## src/rtl/fir_scale_shifter.sv

```systemverilog
// Two-stage pipelined power-of-two scaler for the FIR datapath: left shift with
// optional saturation, arithmetic right shift with optional round-half-up.
`timescale 1ns/1ps

module fir_scale_shifter #(
  parameter int DATA_WIDTH  = 21,
  parameter int SHIFT_WIDTH = 3,
  parameter int SAT_EN      = 1,
  parameter int CNT_WIDTH   = 16
) (
  input  logic                         clk,
  input  logic                         rst,
  input  logic                         in_vld,
  output logic                         in_rdy,
  input  logic signed [DATA_WIDTH-1:0] in_data,
  input  logic [SHIFT_WIDTH-1:0]       shift_cnt,
  input  logic                         shift_dir,
  input  logic                         round_en,
  output logic                         out_vld,
  input  logic                         out_rdy,
  output logic signed [DATA_WIDTH-1:0] out_data,
  output logic                         out_ovf,
  input  logic                         ovf_clr,
  output logic [CNT_WIDTH-1:0]         ovf_count
);

  localparam int W = DATA_WIDTH;
  localparam logic signed [W-1:0] SMAX = {1'b0, {(W-1){1'b1}}};
  localparam logic signed [W-1:0] SMIN = {1'b1, {(W-1){1'b0}}};

  // Left shift: overflow is detected by undoing the shift and comparing, which
  // is the same as requiring the sign bit and every shifted-out bit to agree.
  function automatic logic [W:0] shl_sat(input logic signed [W-1:0] d,
                                         input logic [SHIFT_WIDTH-1:0] n);
    logic signed [W-1:0] r;
    logic signed [W-1:0] back;
    logic                ovf;
    r    = d <<< n;
    back = r >>> n;
    ovf  = (back != d);
    if (ovf && (SAT_EN != 0))
      r = d[W-1] ? SMIN : SMAX;
    return {ovf, r};
  endfunction

  // Right shift with round-half-up; one guard bit keeps the rounding add exact.
  function automatic logic signed [W-1:0] shr_rnd(input logic signed [W-1:0] d,
                                                  input logic [SHIFT_WIDTH-1:0] n,
                                                  input logic rnd);
    logic signed [W:0] ext;
    logic signed [W:0] half;
    logic signed [W:0] sum;
    ext  = {d[W-1], d};
    half = '0;
    if (rnd && (n != '0))
      half = {{W{1'b0}}, 1'b1} << (n - 1'b1);
    sum = (ext + half) >>> n;
    return sum[W-1:0];
  endfunction

  logic                   adv1;
  logic                   adv2;

  logic                   vld_p1;
  logic signed [W-1:0]    data_p1;
  logic [SHIFT_WIDTH-1:0] n_p1;
  logic                   dir_p1;
  logic                   rnd_p1;

  logic signed [W-1:0]    res_p1;
  logic                   ovf_p1;
  logic [W:0]             shl_p1;

  logic                   vld_p2;
  logic signed [W-1:0]    data_p2;
  logic                   ovf_p2;
  logic [CNT_WIDTH-1:0]   cnt;

  assign adv2   = !vld_p2 || out_rdy;
  assign adv1   = !vld_p1 || adv2;
  assign in_rdy = adv1;

  // ---- S1: capture sample and its shift controls ----
  always_ff @(posedge clk or posedge rst) begin
    if (rst) begin
      vld_p1  <= 1'b0;
      data_p1 <= '0;
      n_p1    <= '0;
      dir_p1  <= 1'b0;
      rnd_p1  <= 1'b0;
    end else if (adv1) begin
      vld_p1 <= in_vld;
      if (in_vld) begin
        data_p1 <= in_data;
        n_p1    <= shift_cnt;
        dir_p1  <= shift_dir;
        rnd_p1  <= round_en;
      end
    end
  end

  always_comb begin
    shl_p1 = shl_sat(data_p1, n_p1);
    res_p1 = '0;
    ovf_p1 = 1'b0;
    if (dir_p1) begin
      res_p1 = shr_rnd(data_p1, n_p1, rnd_p1);
    end else begin
      res_p1 = shl_p1[W-1:0];
      ovf_p1 = shl_p1[W];
    end
  end

  // ---- S2: registered result drives the output port ----
  always_ff @(posedge clk or posedge rst) begin
    if (rst) begin
      vld_p2  <= 1'b0;
      data_p2 <= '0;
      ovf_p2  <= 1'b0;
    end else if (adv2) begin
      vld_p2 <= vld_p1;
      if (vld_p1) begin
        data_p2 <= res_p1;
        ovf_p2  <= ovf_p1;
      end else begin
        ovf_p2  <= 1'b0;
      end
    end
  end

  // Counts accepted overflowed outputs; clear has priority, never wraps.
  always_ff @(posedge clk or posedge rst) begin
    if (rst)
      cnt <= '0;
    else if (ovf_clr)
      cnt <= '0;
    else if (vld_p2 && out_rdy && ovf_p2 && (cnt != {CNT_WIDTH{1'b1}}))
      cnt <= cnt + 1'b1;
  end

  assign out_vld   = vld_p2;
  assign out_data  = data_p2;
  assign out_ovf   = ovf_p2;
  assign ovf_count = cnt;

endmodule

```

## config.mk

```make
export PLATFORM = sky130hd
export DESIGN_NAME = fir_scale_shifter
export DESIGN_NICKNAME = d
export VERILOG_FILES = /design/src/rtl/fir_scale_shifter.sv
export SDC_FILE = /design/constraint.sdc
export NUM_CORES = 1
export LEC_CHECK = 0
export CAP_MARGIN = 20
export CORE_MARGIN = 2
export CORE_UTILIZATION = 45
export DETAILED_ROUTE_END_ITERATION = 16
export PLACE_DENSITY = 0.69
export SYNTH_ARGS = -nofsm -noshare
export SYNTH_HDL_FRONTEND = slang
export SYNTH_SLANG_ARGS = --single-unit
```

## constraint.sdc

```tcl
create_clock -name clk -period 4.2 [get_ports clk]
set_input_delay 0.42 -clock clk [delete_from_list [all_inputs] [get_ports clk]]
set_output_delay 0.42 -clock clk [all_outputs]
set_load 0.1 [all_outputs]
```

==> flow_summary.ini, run 1 <==
[power_and_ir_drop]
p_leak_nw = 2.79
power_mw = 3.63
vdd_ir_drop_max_mv = 0.193
power_density_nw_per_um2 = 534

[timing]
finalSetupViolations = 0
rsz0062_at_grt = false
fmax_mhz = 260
finalMaxSlewViolations = 0
final.period_utilization = 0.916
timing.setup.tns_ns = 0
tightestPinTransition_ns = 0.978
fin_crit_ns = 3.85
clock_skew_ns = 0.00761
maxSlewHeadroom = 0.346
hold_viol_final = 0

[cells_and_area]
nets = 747
antenna_cells = 0
n_fill_cell = 1187
area_delta_synth_final_pct = 19.1
drive_gt1_frac = 0.135
fin_util = 0.544

[grt]
grt_max_degree = 64
overflow = 0
antenna_found_initial = 0
grtUsageTotal = 0.256
grt_pass1_vias = 5098
grt_pass1_wl_um = 27000

[floorplan]
die_w_um = 117
initial_utilization = 0.457
rows = 41
ioPinCount = 71
fp.coreArea_um2 = 12500
die_y_um = 117
dieArea_um2 = 13600

[synth]
yosysSeqAreaShare = 0.289
synth-seq-cells = 66
synth_edf_count = 0
async_flop_share = 1.00
syn_inst = 668
postSynthAreaPerCell_um2 = 8.56
synth-main-ff-cell = dfrtp_1
synth_cell_type_count = 78
synth_area_um2 = 5720
yosys_warnings = 0
synth_nets = 709

[routing]
first_iter_violations = 476
wirelength_um = 17100
routed_via_density = 6.19
vias = 5467
ant_nets = 0
drc = 0
drtPass1Iterations = 6
wl_per_cell_um = 19.3

[clock_network]
clock_path_buffers = 2
cts_buffers = 9
htreeDepth = 3
clk_latency_ns = 0.35
root_buffer = clkbuf_16
path_clk_slew_ns = 0.06
cts.sinks = 66
cts_setup_buffers = 0
ctsResizeCount = 0
cts_tree = built
hold_buffers = 0

[setup_path]
slowest_delay_ns = 0.62
critical_path.max_fanout = 20
crit_family = compound AO/OA/AOI/OAI gates
critical_path_class = flop to flop
required_ns = 4.44
crit_path_top_delay_cell = a2111oi_0
worstPathArrival_ns = 4.09
cp_cell_sequence = inv_1, nand2_1, nor2_1, ha_1, fa_1, a21o_1, a2111oi_0, mux2i_1, nor2_1, nand3_1, o221ai_1, mux2_4, a221o_1
crit_buf_inv = 1
worstSetupEndpointType = flop
crit_path_start_kind = flop
crit_top_cell = nor2_1

[outcome]
status = complete, no violations

[run]
max-cap-violations = 0

[worst_hold_path]
hp-class = input pin to async pin

[placement]
hpwl_um = 12400
routabilityCongestion = 1.04
port_buffers = 70
## logic make-up after synthesis
family          count (synthesis)  synth area share
compound gates                181             0.235
simple gates                  236             0.198
other cells                     1          0.000656
xor+xnor                       31            0.0475
buf+inv                        66            0.0497
fa+ha+maj                      10            0.0232
flops                          66             0.289
mux                            77             0.157
## power breakdown
group	internal [mW]	switching [mW]	leakage [nW]
Sequential	0.756	0.171	0.814
Clock	0.464	0.310	0.144
Combinational	0.625	1.31	1.83
Total	1.85	1.79	2.79
## worst paths after layout
kind,from,endpoint,slack (ns),cells past startpoint
worst min register to register,out_data[1],out_data[1],0.50,1
worst max register to register,n_p1[1],out_data[9],0.35,13
worst min-delay path,rst,ovf_count[2],0.30,2
worst max-delay path,n_p1[1],out_data[9],0.35,13
max in group asynchronous,rst,out_data[17],3.06,4
min in group clk,out_data[1],out_data[1],0.50,1
## sequential cells by signal, summed over array words and instances, names as in the netlist
name	count
data_p1	21
out_data	21
ovf_count	16
n_p1	3
dir_p1	1
out_ovf	1
out_vld	1
rnd_p1	1
vld_p1	1
## per-stage QoR
stage / cells / cell area, µm² / hold slack (ns) / worst slack, ns
after detailed placement: 866 / 6480 / 0.481 / 0.396
after global routing: 883 / 6810 / 0.308 / 0.207
after global placement: 866 / 6480 / 0.468 / 0.543
final: 883 / 6810 / 0.298 / 0.351
after CTS: 882 / 6790 / 0.497 / 0.409
after floorplan: 668 / 5720 / 0.470 / 0.0114
## cells in the final DEF, fill, tap and decap left out, types with 10 or more instances in the layout
cell	n
nor2_1	71
clkdlybuf4s50_1	70
nand2_1	69
dfrtp_1	63
mux2_2	35
mux2i_1	34
o21ai_0	26
a21oi_1	24
nand3_1	21
xor2_1	20
a211oi_1	16
buf_4	13
xnor2_1	11
and2_1	10
nor3_1	10
## cell usage after synthesis (all sizes together) (7+ instances only)
| cell type | count | area [µm²] |
|---|---|---|
| a211o | 9 | 87.6 |
| a211oi | 17 | 133 |
| a21o | 9 | 67.6 |
| a21oi | 24 | 120 |
| and2 | 10 | 62.6 |
| buf | 24 | 126 |
| clkbuf | 33 | 124 |
| dfrtp | 66 | 1650 |
| ha | 9 | 113 |
| inv | 8 | 30.0 |
| mux2 | 37 | 420 |
| mux2i | 34 | 340 |
| nand2 | 70 | 270 |
| nand2b | 9 | 56.3 |
| nand3 | 22 | 115 |
| nand4 | 7 | 43.8 |
| nor2 | 72 | 273 |
| nor3 | 13 | 86.3 |
| o211ai | 7 | 57.6 |
| o21ai | 30 | 150 |
| o22ai | 9 | 68.8 |
| or3 | 9 | 56.3 |
| xnor2 | 11 | 96.3 |
| xor2 | 20 | 175 |
## metal layers
metal  track usage  up-vias  share of wire
li1              -     2548              -
met1         0.347     2628           0.44
met2         0.397      253           0.45
met3        0.0498       38          0.072
met4         0.116        0          0.037
met5             0        -              0
## final cells by class
class	instances	area, µm²	area share
flip-flops and latches	66	1660	0.243
repair buffers	84	818	0.120
multi-input cells	536	3780	0.555
clock inverters	7	78.8	0.0116
clock buffers	9	225	0.0331
well taps	172	215	0.0316
inverters	9	33.8	0.00496
No activity file was read; power rests on OpenSTA's default activity.
==> inputs of run 2 (changes only) <==
--- a/config.mk
+++ b/config.mk
@@ -6,7 +6,6 @@
 export NUM_CORES = 1
 export LEC_CHECK = 0
 export CAP_MARGIN = 20
-export CORE_MARGIN = 2
 export CORE_UTILIZATION = 45
 export DETAILED_ROUTE_END_ITERATION = 16
 export PLACE_DENSITY = 0.69
==> flow_summary.ini, run 2 (synthesized netlist as in run 1, its figures left out) <==
[power_and_ir_drop]
power_density_nw_per_um2 = 543
p_comb_frac = 0.525
p_seq_frac = 0.248
p_int_mw = 1.92
p_clk_frac = 0.226
vdd_ir_drop_max_mv = 0.226
p_leak_nw = 2.81
power_mw = 3.70
p_sw_mw = 1.78
power.share.switching = 0.481

[routing]
ant_nets = 0
wl_met2_um = 7630
met3_length_um = 1150
top_layer = met4
drt-met1-wl_um = 7930
drc = 0
routed_via_density = 6.12
wl_per_cell_um = 19.6
vias = 5387
drtPass1Iterations = 6
first_iter_violations = 418
wirelength_um = 17300

[cells_and_area]
antenna_cells = 0
fin_util = 0.559
n_fill_cell = 1198
ff_latch_area_um2 = 1660
layout_common_cells = 71 x nor2_1, 70 x clkdlybuf4s50_1, 69 x nand2_1, 63 x dfrtp_1, 35 x mux2_2
nets = 748
drive_gt1_frac = 0.136
area_delta_synth_final_pct = 19.3
multiInputGateArea_um2 = 3780
layout_commonest_cell = nor2_1

[floorplan]
die_y_um = 115
rows = 40
initial_utilization = 0.468
dieArea_um2 = 13200
fp.coreArea_um2 = 12200
ioPinCount = 71
die_w_um = 115

[clock_network]
cts_setup_buffers = 0
clk_latency_ns = 0.35
root_buffer = clkbuf_16
cts.sinks = 66
cts_tree = built
path_clk_slew_ns = 0.06
hold_buffers = 0
clock_path_buffers = 2
htreeDepth = 3
cts_buffers = 9
ctsResizeCount = 0

[placement]
port_buffers = 70
hpwl_um = 12700
routabilityCongestion = 0.956

[worst_hold_path]
hp-class = flop to flop
min-delay-start = out_data[7]
min_delay_path_depth = 1
hold_end = out_data[7]

[grt]
overflow = 0
antenna_found_initial = 0
grt_pass1_wl_um = 27600
grtUsageTotal = 0.274
grt_max_degree = 64
grt_pass1_vias = 5222

[timing]
fmax_mhz = 272
finalSetupViolations = 0
finalMaxSlewViolations = 0
rsz0062_at_grt = false
fin_crit_ns = 3.68
tightestPinTransition_ns = 0.979
clock_skew_ns = 0.0105
timing.setup.tns_ns = 0
maxSlewHeadroom = 0.345
final.period_utilization = 0.875
hold_viol_final = 0

[setup_path]
r2r_start = n_p1[1]
critical_path.max_fanout = 14
required_ns = 4.43
reg2reg_depth = 13
crit_path_start_kind = flop
worstPathArrival_ns = 3.90
worstSetupEndpointType = flop
reg2reg_to = out_data[9]
critical_path_class = flop to flop
reg2reg_slack_ns = 0.52

[run]
max-cap-violations = 0

[outcome]
status = complete, no violations
[run 2: per-layer routing]
metal  up-vias  GRT usage
met2       209      0.417
met4         0      0.120
li1       2549          -
met3        38     0.0561
met1      2591      0.377
met5         -          0
[run 2: stage by stage]
stage	area [µm²]	setup slack (ns)	hold WS [ns]	instances
finish	6820	0.523	0.488	880
global route	6820	0.272	0.521	880
CTS	6820	0.555	0.494	880
detailed placement	6490	0.575	0.482	864
global placement	6490	0.636	0.472	864
floorplan	5720	0.0114	0.470	668
[run 2: worst max path at each step]
stage,from,to,slack [ns],depth (start not counted)
6_report,n_p1[1],out_data[9],0.52,13
5_1_grt,n_p1[0],out_data[14],0.27,11
4_1_cts,n_p1[1],out_data[9],0.55,13
3_5_place_dp,n_p1[1],out_data[9],0.57,13
3_3_place_gp,n_p1[1],out_data[9],0.64,13
2_1_floorplan,n_p1[2],out_data[9],0.01,17
[run 2: layout make-up]
cell class	instances	share of cell area
Sequential cell	66	0.243
Inverter	9	0.00495
Clock inverter	6	0.0132
Multi-Input combinational cell	536	0.554
Timing Repair Buffer	85	0.119
Tap cell	168	0.0308
Clock buffer	10	0.0350
[run 2: worst max-delay path, cell delays in order, from the launching register on]
cell       delay (ns)
dfrtp_2          0.51
inv_1            0.09
nand2_1          0.14
nor2_1           0.07
ha_1             0.21
fa_1             0.41
a21o_1           0.25
a211o_4          0.40
nand4_1          0.09
o2111ai_1        0.11
or3_1            0.39
mux2_2           0.31
mux2_4           0.26
a221o_1          0.32
[run 2: power groups by stage]
stage	clock network [mW]	registers, mW	logic [mW]
after floorplan	0	1.45	0.919
after global placement	0	0.923	1.91
after detailed placement	0	0.928	1.92
after CTS	0.846	0.917	1.93
after global routing	0.882	0.937	2.06
final	0.839	0.920	1.94
